<file path="config.mk">
export PLATFORM = sky130hd
export DESIGN_NAME = puf_serial_frame_link
export DESIGN_NICKNAME = d
export VERILOG_FILES = /design/src/rtl/puf_link_pkg.sv /design/src/rtl/puf_frame_serializer.sv /design/src/rtl/puf_serial_frame_link.sv
export SDC_FILE = /design/constraint.sdc
export NUM_CORES = 1
export LEC_CHECK = 0
export BUFFER_PORTS_ARGS = -buffer_cell sky130_fd_sc_hd__buf_2
export CAP_MARGIN = 20
export CORE_ASPECT_RATIO = 0.7
export CORE_MARGIN = 2
export CORE_UTILIZATION = 55
export CTS_CLUSTER_DIAMETER = 100
export DETAILED_ROUTE_END_ITERATION = 10
export PLACE_DENSITY = 0.81
export SETUP_SLACK_MARGIN = 0.3
export SYNTH_ARGS = -nofsm -noshare
export SYNTH_HDL_FRONTEND = slang
export SYNTH_SLANG_ARGS = --single-unit
</file>
<file path="constraint.sdc">
create_clock -name clk -period 1.8 [get_ports clk]
set_input_delay 0.18 -clock clk [delete_from_list [all_inputs] [get_ports clk]]
set_output_delay 0.18 -clock clk [all_outputs]
set_load 0.02 [all_outputs]
</file>
<file path="src/rtl/puf_link_pkg.sv">
// ---------------------------------------------------------------------------
// puf_link_pkg
// Shared types and helpers for the PUF serial frame link.
//   rx_state_e : challenge deserialiser states (RX_SHIFT collects beats,
//                RX_HOLD presents the assembled word until the core takes it)
//   tx_state_e : response serialiser states (TX_IDLE waits for a frame,
//                TX_SEND streams it out beat by beat)
//   OP_NORM / OP_DEBUG : encodings of the operating-mode input
//   beats()    : ceiling division, number of lane beats covering len bits
// ---------------------------------------------------------------------------
package puf_link_pkg;

  typedef enum logic {
    RX_SHIFT = 1'b0,
    RX_HOLD  = 1'b1
  } rx_state_e;

  typedef enum logic {
    TX_IDLE = 1'b0,
    TX_SEND = 1'b1
  } tx_state_e;

  localparam logic OP_NORM  = 1'b0;
  localparam logic OP_DEBUG = 1'b1;

  function automatic int beats(input int len, input int lane);
    return (len + lane - 1) / lane;
  endfunction

endpackage

</file>
<file path="src/rtl/puf_frame_serializer.sv">
// ---------------------------------------------------------------------------
// puf_frame_serializer
// Loads a PUF response frame and streams it to the host LSB-first, LANE_W
// bits per beat, with valid/ready backpressure and a last-beat flag.
// Ports:
//   clk, rst_n      clock / asynchronous active-low reset
//   i_op_mode       frame length select, sampled only when a frame loads
//   i_resp_data     response frame (normal mode uses [NORM_MOD-1:0])
//   i_resp_valid    frame valid
//   o_resp_ready    serialiser idle and able to load a frame
//   o_tx_data       current beat (zero outside TX_SEND)
//   o_tx_valid      beat valid
//   o_tx_last       current beat is the final beat of the frame
//   i_tx_ready      host accepts the beat
// ---------------------------------------------------------------------------
module puf_frame_serializer
  import puf_link_pkg::*;
#(
  parameter int LANE_W    = 1,
  parameter int NORM_MOD  = 34,
  parameter int DEBUG_MOD = 133
) (
  input  logic                 clk,
  input  logic                 rst_n,
  input  logic                 i_op_mode,
  input  logic [DEBUG_MOD-1:0] i_resp_data,
  input  logic                 i_resp_valid,
  output logic                 o_resp_ready,
  output logic [LANE_W-1:0]    o_tx_data,
  output logic                 o_tx_valid,
  output logic                 o_tx_last,
  input  logic                 i_tx_ready
);

  localparam int MAX_BEATS  = beats(DEBUG_MOD, LANE_W);
  localparam int NORM_BEATS = beats(NORM_MOD, LANE_W);
  // Frame register rounded up to whole beats so the final partial beat
  // shifts in zeros from above.
  localparam int FRAME_W    = MAX_BEATS * LANE_W;
  localparam int CNT_W      = $clog2(MAX_BEATS + 1);

  tx_state_e          state_q;
  logic [FRAME_W-1:0] frame_q;
  logic [CNT_W-1:0]   cnt_q;
  logic [CNT_W-1:0]   last_idx_q;
  logic               valid_q;
  logic               resp_ready_q;

  logic [FRAME_W-1:0] load_frame_d;
  logic               keep_upper_d;

  // In normal mode bits at and above NORM_MOD are masked at load time, so a
  // partial last beat is zero-padded regardless of what the core drives there.
  assign keep_upper_d = (i_op_mode == OP_DEBUG);

  for (genvar gi = 0; gi < FRAME_W; gi++) begin : g_load
    if (gi < NORM_MOD) begin : g_norm
      assign load_frame_d[gi] = i_resp_data[gi];
    end else if (gi < DEBUG_MOD) begin : g_dbg
      assign load_frame_d[gi] = i_resp_data[gi] & keep_upper_d;
    end else begin : g_pad
      assign load_frame_d[gi] = 1'b0;
    end
  end

  always_ff @(posedge clk or negedge rst_n) begin
    if (!rst_n) begin
      state_q      <= TX_IDLE;
      frame_q      <= '0;
      cnt_q        <= '0;
      last_idx_q   <= '0;
      valid_q      <= 1'b0;
      resp_ready_q <= 1'b0;
    end else begin
      case (state_q)
        TX_IDLE: begin
          resp_ready_q <= 1'b1;
          if (i_resp_valid && resp_ready_q) begin
            frame_q      <= load_frame_d;
            cnt_q        <= '0;
            // Length is latched here; later mode changes do not affect the frame.
            last_idx_q   <= (i_op_mode == OP_DEBUG) ? CNT_W'(MAX_BEATS - 1)
                                                    : CNT_W'(NORM_BEATS - 1);
            valid_q      <= 1'b1;
            resp_ready_q <= 1'b0;
            state_q      <= TX_SEND;
          end
        end
        TX_SEND: begin
          if (i_tx_ready) begin
            frame_q <= frame_q >> LANE_W;
            if (cnt_q == last_idx_q) begin
              cnt_q        <= '0;
              valid_q      <= 1'b0;
              resp_ready_q <= 1'b1;
              state_q      <= TX_IDLE;
            end else begin
              cnt_q <= cnt_q + 1'b1;
            end
          end
        end
        default: state_q <= TX_IDLE;
      endcase
    end
  end

  assign o_resp_ready = resp_ready_q;
  assign o_tx_valid   = valid_q;
  assign o_tx_data    = valid_q ? frame_q[LANE_W-1:0] : '0;
  assign o_tx_last    = valid_q && (cnt_q == last_idx_q);

endmodule

</file>
<file path="src/rtl/puf_serial_frame_link.sv">
// ---------------------------------------------------------------------------
// puf_serial_frame_link
// Host-side serial link of the PUF SoC. Assembles challenge words from a
// LANE_W-bit valid/ready beat stream and streams response frames back.
// Ports:
//   clk, rst_n                  clock / asynchronous active-low reset
//   i_op_mode                   0 normal (NORM_MOD bits), 1 debug (DEBUG_MOD)
//   i_rx_valid/i_rx_data        host challenge beats, o_rx_ready accepts
//   o_chal_data/o_chal_valid    assembled challenge, held until i_chal_ready
//   i_resp_data/i_resp_valid    response frame from the core, o_resp_ready
//   o_tx_data/o_tx_valid/o_tx_last, i_tx_ready   response beats to the host
// RX and TX run independently of each other.
// ---------------------------------------------------------------------------
module puf_serial_frame_link
  import puf_link_pkg::*;
#(
  parameter int LANE_W    = 1,
  parameter int CHAL_W    = 8,
  parameter int NORM_MOD  = 34,
  parameter int DEBUG_MOD = 133
) (
  input  logic                 clk,
  input  logic                 rst_n,
  input  logic                 i_op_mode,
  output logic                 o_rx_ready,
  input  logic                 i_rx_valid,
  input  logic [LANE_W-1:0]    i_rx_data,
  output logic [CHAL_W-1:0]    o_chal_data,
  output logic                 o_chal_valid,
  input  logic                 i_chal_ready,
  input  logic [DEBUG_MOD-1:0] i_resp_data,
  input  logic                 i_resp_valid,
  output logic                 o_resp_ready,
  output logic [LANE_W-1:0]    o_tx_data,
  output logic                 o_tx_valid,
  output logic                 o_tx_last,
  input  logic                 i_tx_ready
);

  localparam int CHAL_BEATS = beats(CHAL_W, LANE_W);
  localparam int BUF_W      = CHAL_BEATS * LANE_W;
  localparam int RX_CNT_W   = $clog2(CHAL_BEATS + 1);

  // ---------------- RX: challenge deserialiser ----------------
  rx_state_e           rx_state_q;
  logic [RX_CNT_W-1:0] rx_cnt_q;
  logic [BUF_W-1:0]    chal_buf_q;
  logic [BUF_W-1:0]    chal_buf_d;
  logic                rx_ready_q;
  logic                chal_valid_q;
  logic                rx_fire;
  logic                rx_last_beat;

  assign rx_fire      = i_rx_valid && rx_ready_q;
  assign rx_last_beat = (rx_cnt_q == RX_CNT_W'(CHAL_BEATS - 1));

  // Beat k lands in its own lane slot; the counter only advances on a
  // transfer, so gaps in i_rx_valid simply leave the buffer untouched.
  for (genvar gi = 0; gi < CHAL_BEATS; gi++) begin : g_rx_lane
    assign chal_buf_d[gi*LANE_W +: LANE_W] =
      (rx_fire && (rx_cnt_q == RX_CNT_W'(gi))) ? i_rx_data
                                               : chal_buf_q[gi*LANE_W +: LANE_W];
  end

  always_ff @(posedge clk or negedge rst_n) begin
    if (!rst_n) begin
      rx_state_q   <= RX_SHIFT;
      rx_cnt_q     <= '0;
      chal_buf_q   <= '0;
      rx_ready_q   <= 1'b0;
      chal_valid_q <= 1'b0;
    end else begin
      chal_buf_q <= chal_buf_d;
      case (rx_state_q)
        RX_SHIFT: begin
          rx_ready_q <= 1'b1;
          if (rx_fire) begin
            if (rx_last_beat) begin
              rx_cnt_q     <= '0;
              rx_ready_q   <= 1'b0;
              chal_valid_q <= 1'b1;
              rx_state_q   <= RX_HOLD;
            end else begin
              rx_cnt_q <= rx_cnt_q + 1'b1;
            end
          end
        end
        RX_HOLD: begin
          if (i_chal_ready) begin
            chal_valid_q <= 1'b0;
            rx_ready_q   <= 1'b1;
            rx_state_q   <= RX_SHIFT;
          end
        end
        default: rx_state_q <= RX_SHIFT;
      endcase
    end
  end

  assign o_rx_ready   = rx_ready_q;
  assign o_chal_valid = chal_valid_q;
  // Lane padding above CHAL_W is never presented.
  assign o_chal_data  = chal_buf_q[CHAL_W-1:0];

  // ---------------- TX: response serialiser ----------------
  puf_frame_serializer #(
    .LANE_W    (LANE_W),
    .NORM_MOD  (NORM_MOD),
    .DEBUG_MOD (DEBUG_MOD)
  ) u_serializer (
    .clk          (clk),
    .rst_n        (rst_n),
    .i_op_mode    (i_op_mode),
    .i_resp_data  (i_resp_data),
    .i_resp_valid (i_resp_valid),
    .o_resp_ready (o_resp_ready),
    .o_tx_data    (o_tx_data),
    .o_tx_valid   (o_tx_valid),
    .o_tx_last    (o_tx_last),
    .i_tx_ready   (i_tx_ready)
  );

endmodule

</file>
==> impl_metrics.prom <==
# TYPE chip_impl_metric gauge
chip_impl_info{name="outcome",value="finished, violations left"} 1
chip_impl_info{name="violations",value="setup timing"} 1
chip_impl_info{name="rsz0062_at_grt",value="true"} 1
chip_impl_metric{name="cts-root-to-sink-buffers",unit=""} 2
chip_impl_metric{name="number_of_antenna_violations_at_the_first_check_in_global_routing",unit=""} 2
chip_impl_metric{name="tritoncts.num_buffers",unit=""} 17
chip_impl_metric{name="ir_drop",unit="mV"} 1.05
chip_impl_metric{name="route.final.wire_length",unit="mm"} 32.2
chip_impl_metric{name="finalClockSkew",unit="ns"} 0.0174
chip_impl_metric{name="die-area",unit="mm^2"} 0.0141
chip_impl_metric{name="final_total_pwr",unit="mW"} 23.0
chip_impl_metric{name="design.core.area",unit="mm^2"} 0.0130
chip_impl_metric{name="worstPathBufferInverterCount",unit=""} 1
chip_impl_metric{name="synth.lib_cells_used.distinct",unit=""} 35
chip_impl_metric{name="synth.top_cell.area_share",unit=""} 0.555
chip_impl_metric{name="worst_slew_margin_rel",unit=""} 0.635
chip_impl_metric{name="syn-instance-count",unit=""} 715
chip_impl_metric{name="p_per_area",unit="mW/mm^2"} 1910
chip_impl_metric{name="worst_hold_path.num_cells",unit=""} 3
chip_impl_metric{name="path_clk_slew",unit="ns"} 0.08
chip_impl_info{name="worst_path_dominant_cell_family",value="flip-flops"} 1
chip_impl_metric{name="final_util",unit=""} 0.927
chip_impl_info{name="hold_end",value="u_serializer.frame_q[54]"} 1
chip_impl_metric{name="first_global_vias",unit=""} 7012
chip_impl_info{name="top_cells_by_area_in_the_synthesized_netlist",value="dfrtp_1 (56%), a22oi_1 (10%), nand2_1 (7.9%)"} 1
chip_impl_metric{name="critical_path.max_stage_delay",unit="ns"} 0.45
chip_impl_info{name="worst_min_delay_path_category",value="input pin to flop"} 1
chip_impl_metric{name="maxCapViolations",unit=""} 0
chip_impl_info{name="worst_r2r_startpoint",value="u_serializer.state_q"} 1
chip_impl_metric{name="postSynthNetCount",unit=""} 861
chip_impl_info{name="ys.flop_type",value="dfrtp_1"} 1
chip_impl_metric{name="finalMaxSlewViolations",unit=""} 0
chip_impl_metric{name="vias",unit=""} 7784
chip_impl_info{name="critical_path_cell_by_cell",value="nor4_2 -> o221ai_2 -> nor2_1 -> buf_4"} 1
chip_impl_metric{name="ant_nets",unit=""} 0
chip_impl_metric{name="layout_worst_path_cycle_share",unit=""} 1.01
chip_impl_metric{name="worst_reg_to_reg_path_cell_count",unit=""} 7
chip_impl_metric{name="initial_utilization",unit=""} 0.558
chip_impl_info{name="timing.critical_path.to_type",value="primary output"} 1
chip_impl_metric{name="power_leakage",unit="nW"} 5.79
chip_impl_metric{name="pin_count_of_the_biggest_net_entering_global_routing",unit=""} 56
chip_impl_metric{name="drt_iter0_markers",unit=""} 848
chip_impl_metric{name="detail_route.first_pass.iterations",unit=""} 5
chip_impl_metric{name="synthToLayoutAreaGrowth",unit="%"} 66.2
chip_impl_metric{name="synth_enable_flop_cells",unit=""} 0
chip_impl_metric{name="setup_viol",unit=""} 1
chip_impl_metric{name="tritoncts_num_sinks",unit=""} 161
chip_impl_metric{name="gp_congestion",unit=""} 0.838
chip_impl_metric{name="vias_per_cell",unit=""} 6.94
chip_impl_info{name="crit_type",value="flop to primary output"} 1
chip_impl_metric{name="clk_latency",unit="ns"} 0.45
chip_impl_metric{name="grt_usage",unit=""} 0.354
chip_impl_metric{name="post_route_cells_drive_above_1_share",unit=""} 0.587
chip_impl_metric{name="period_needed",unit="ns"} 1.81
chip_impl_metric{name="critical_path_required",unit="ns"} 1.62
chip_impl_metric{name="design.portCount",unit=""} 155
chip_impl_info{name="post-synth-top-area-cell",value="dfrtp_1"} 1
chip_impl_metric{name="synth_seq_area_share",unit=""} 0.555
chip_impl_metric{name="layout.filler_cells",unit=""} 400
chip_impl_metric{name="wire_length_per_cell_after_detailed_routing",unit="um"} 28.7
chip_impl_info{name="cts_root_buffer",value="clkbuf_16"} 1
chip_impl_metric{name="worst-path-max-fanout",unit=""} 4
chip_impl_info{name="r2r_end",value="u_serializer.cnt_q[1]"} 1
chip_impl_metric{name="setup.reg_to_reg.worst_slack",unit="ns"} 0.01
chip_impl_info{name="tritoncts",value="yes"} 1
chip_impl_metric{name="postLayoutSetupSlackWorst",unit="ns"} -0.0117
chip_impl_info{name="master_of_the_slowest_instance_on_the_critical_path",value="dfrtp_1"} 1
chip_impl_metric{name="post-route-drc-count",unit=""} 0
chip_impl_metric{name="grt_overflow_total",unit=""} 0
chip_impl_metric{name="post-place-cells",unit=""} 998
chip_impl_metric{name="chipHeight",unit="um"} 100
chip_impl_metric{name="dpl.hpwl",unit="mm"} 10.6
chip_impl_metric{name="floorplan.rows",unit=""} 35
chip_impl_metric{name="netlist_area",unit="mm^2"} 0.00726
chip_impl_metric{name="postSynthAreaPerCell",unit="um^2"} 10.1
chip_impl_metric{name="place_area",unit="mm^2"} 0.00820
chip_impl_info{name="critical_path.startpoint_type",value="flop"} 1
chip_impl_metric{name="final-instance-count-excl-fill",unit=""} 1122
chip_impl_metric{name="num-nets-final",unit=""} 1086
chip_impl_metric{name="buffer_ports.inserted",unit=""} 154
chip_impl_info{name="hp-start",value="i_resp_data[54]"} 1
chip_impl_metric{name="synth_async_sr_flop_share",unit=""} 1.00
chip_impl_metric{name="tightestPinTransition",unit="ns"} 0.547
chip_impl_metric{name="worstPathArrival",unit="ns"} 1.63
chip_impl_metric{name="yosys_register_bits",unit=""} 161
chip_impl_metric{name="ys.warnings.count",unit=""} 0
chip_impl_metric{name="finalHoldViolations",unit=""} 0
chip_impl_metric{name="grt_pass1_wl",unit="mm"} 38.1
chip_impl_metric{name="finalInstanceArea",unit="mm^2"} 0.0121
chip_impl_metric{name="cts.htree.levels",unit=""} 4
chip_impl_metric{name="fmax",unit="MHz"} 552
chip_impl_metric{name="floorplan.die.width",unit="um"} 141
[placed cells by master, fill, tap and decap left out, types with 3 or more instances in the layout]
cell | Yosys | routed
a22oi_1 | 97 | 74
a22oi_2 | 0 | 23
and3_1 | 4 | 4
buf_12 | 0 | 25
buf_16 | 0 | 45
buf_2 | 10 | 152
buf_4 | 3 | 14
buf_6 | 13 | 15
clkbuf_16 | 0 | 24
clkinvlp_4 | 0 | 3
dfrtp_1 | 161 | 156
dfrtp_2 | 0 | 4
diode_2 | 0 | 3
dlygate4sd3_1 | 0 | 3
ha_1 | 5 | 5
inv_1 | 6 | 6
inv_6 | 0 | 5
mux2_2 | 9 | 9
mux2i_1 | 34 | 33
nand2_1 | 152 | 57
nand2_2 | 0 | 15
nand2_4 | 0 | 80
nor2_1 | 16 | 15
nor3_2 | 0 | 3
o21ai_0 | 77 | 3
o21ai_1 | 62 | 17
o21ai_2 | 0 | 114
o21ai_4 | 0 | 5
xor2_1 | 6 | 6
[cell type report]
class,count,area [um^2],share of cell area
well taps,166,208,0.0172
diodes,3,7.51,0.000623
clock buffers,18,439,0.0364
inverters,6,22.5,0.00187
clock inverters,14,166,0.0138
flip-flops and latches,161,4040,0.335
repair buffers,263,3010,0.250
multi-input cells,491,4170,0.346
[flip-flops by register name (all words and copies together), names as in the netlist]
| name | cells |
|---|---|
| rx_state_q | 1 |
| o_chal_data | 8 |
| u_serializer.o_tx_valid | 1 |
| u_serializer.frame_q | 133 |
| o_chal_valid | 1 |
| u_serializer.o_resp_ready | 1 |
| o_rx_ready | 1 |
| u_serializer.state_q | 1 |
| u_serializer.cnt_q | 8 |
| rx_cnt_q | 4 |
| u_serializer.last_idx_q | 2 |
[stage by stage]
step | setup TNS, ns | setup WS [ns] | hold WS, ns
finish | -0.0117 | -0.0117 | 0.000959
global route | -0.105 | -0.0687 | 0.0208
CTS | 0 | 0.0868 | 0.00596
detailed placement | 0 | 0.199 | 0.177
global placement | 0 | 0.229 | 0.172
floorplan | 0 | 0.311 | -0.116
[per-layer routing]
| layer | GRT usage | vias to the layer above | share of wire |
|---|---|---|---|
| met1 | 0.475 | 3839 | 0.36 |
| met4 | 0.132 | 0 | 0.064 |
| met5 | 0 | - | 0 |
| met2 | 0.562 | 689 | 0.48 |
| met3 | 0.0945 | 215 | 0.098 |
| li1 | - | 3041 | - |
[synth_stat cells (2+ instances only)]
master,instances
a21oi_1,3
a22oi_1,97
and2_1,2
and3_1,4
buf_2,10
buf_4,3
buf_6,13
clkbuf_1,25
clkbuf_2,6
dfrtp_1,161
ha_1,5
inv_1,6
mux2_2,9
mux2i_1,34
nand2_1,152
nand3b_1,2
nor2_1,16
nor3_1,3
o2111ai_1,4
o21ai_0,77
o21ai_1,62
xnor2_1,3
xor2_1,6
[repair_timing]
action                                 4_1_cts  5_1_grt
gates cloned                                40        9
setup buffers                               29        8
endpoints found under the hold margin       50        1
pin swaps                                   66      106
hold buffers                                 2        1
gates resized for setup                    198      293
setup endpoints to repair                  131      151
[worst max path at each step]
stage	start	endpoint	slack, ns	cells after the start
CTS	u_serializer.cnt_q[1]	o_tx_last	0.09	4
floorplan	u_serializer.o_resp_ready	u_serializer.frame_q[36]	0.31	8
detailed placement	u_serializer.state_q	u_serializer.frame_q[91]	0.20	5
finish	u_serializer.cnt_q[3]	o_tx_last	-0.01	4
global placement	u_serializer.state_q	u_serializer.frame_q[78]	0.23	4
global route	u_serializer.cnt_q[0]	o_tx_last	-0.07	4
[cell families after synthesis]
| kind of cell | after synthesis | synth area share |
|---|---|---|
| AND/OR/NAND/NOR | 186 | 0.105 |
| multiplexers | 43 | 0.0609 |
| adder cells (fa/ha/maj) | 5 | 0.00862 |
| flip-flops | 161 | 0.555 |
| XOR/XNOR | 9 | 0.0109 |
| AO/OA/AOI/OAI | 248 | 0.209 |
| buffers and inverters | 63 | 0.0504 |
[report_power, final]
| part | total, mW | internal, mW | switching (mW) |
|---|---|---|---|
| clock | 3.89 | 2.13 | 1.76 |
| sequential | 6.40 | 4.92 | 1.48 |
| combinational | 12.7 | 6.32 | 6.41 |
[worst reg2reg max path, delay by kind of cell, from the launching register on]
family	cells	cell delay (ns)
AO/OA/AOI/OAI	1	0.23
AND/OR/NAND/NOR	2	0.38
flip-flops	1	0.49
buffers and inverters	4	0.57
Power figures use the tool's default switching activity.
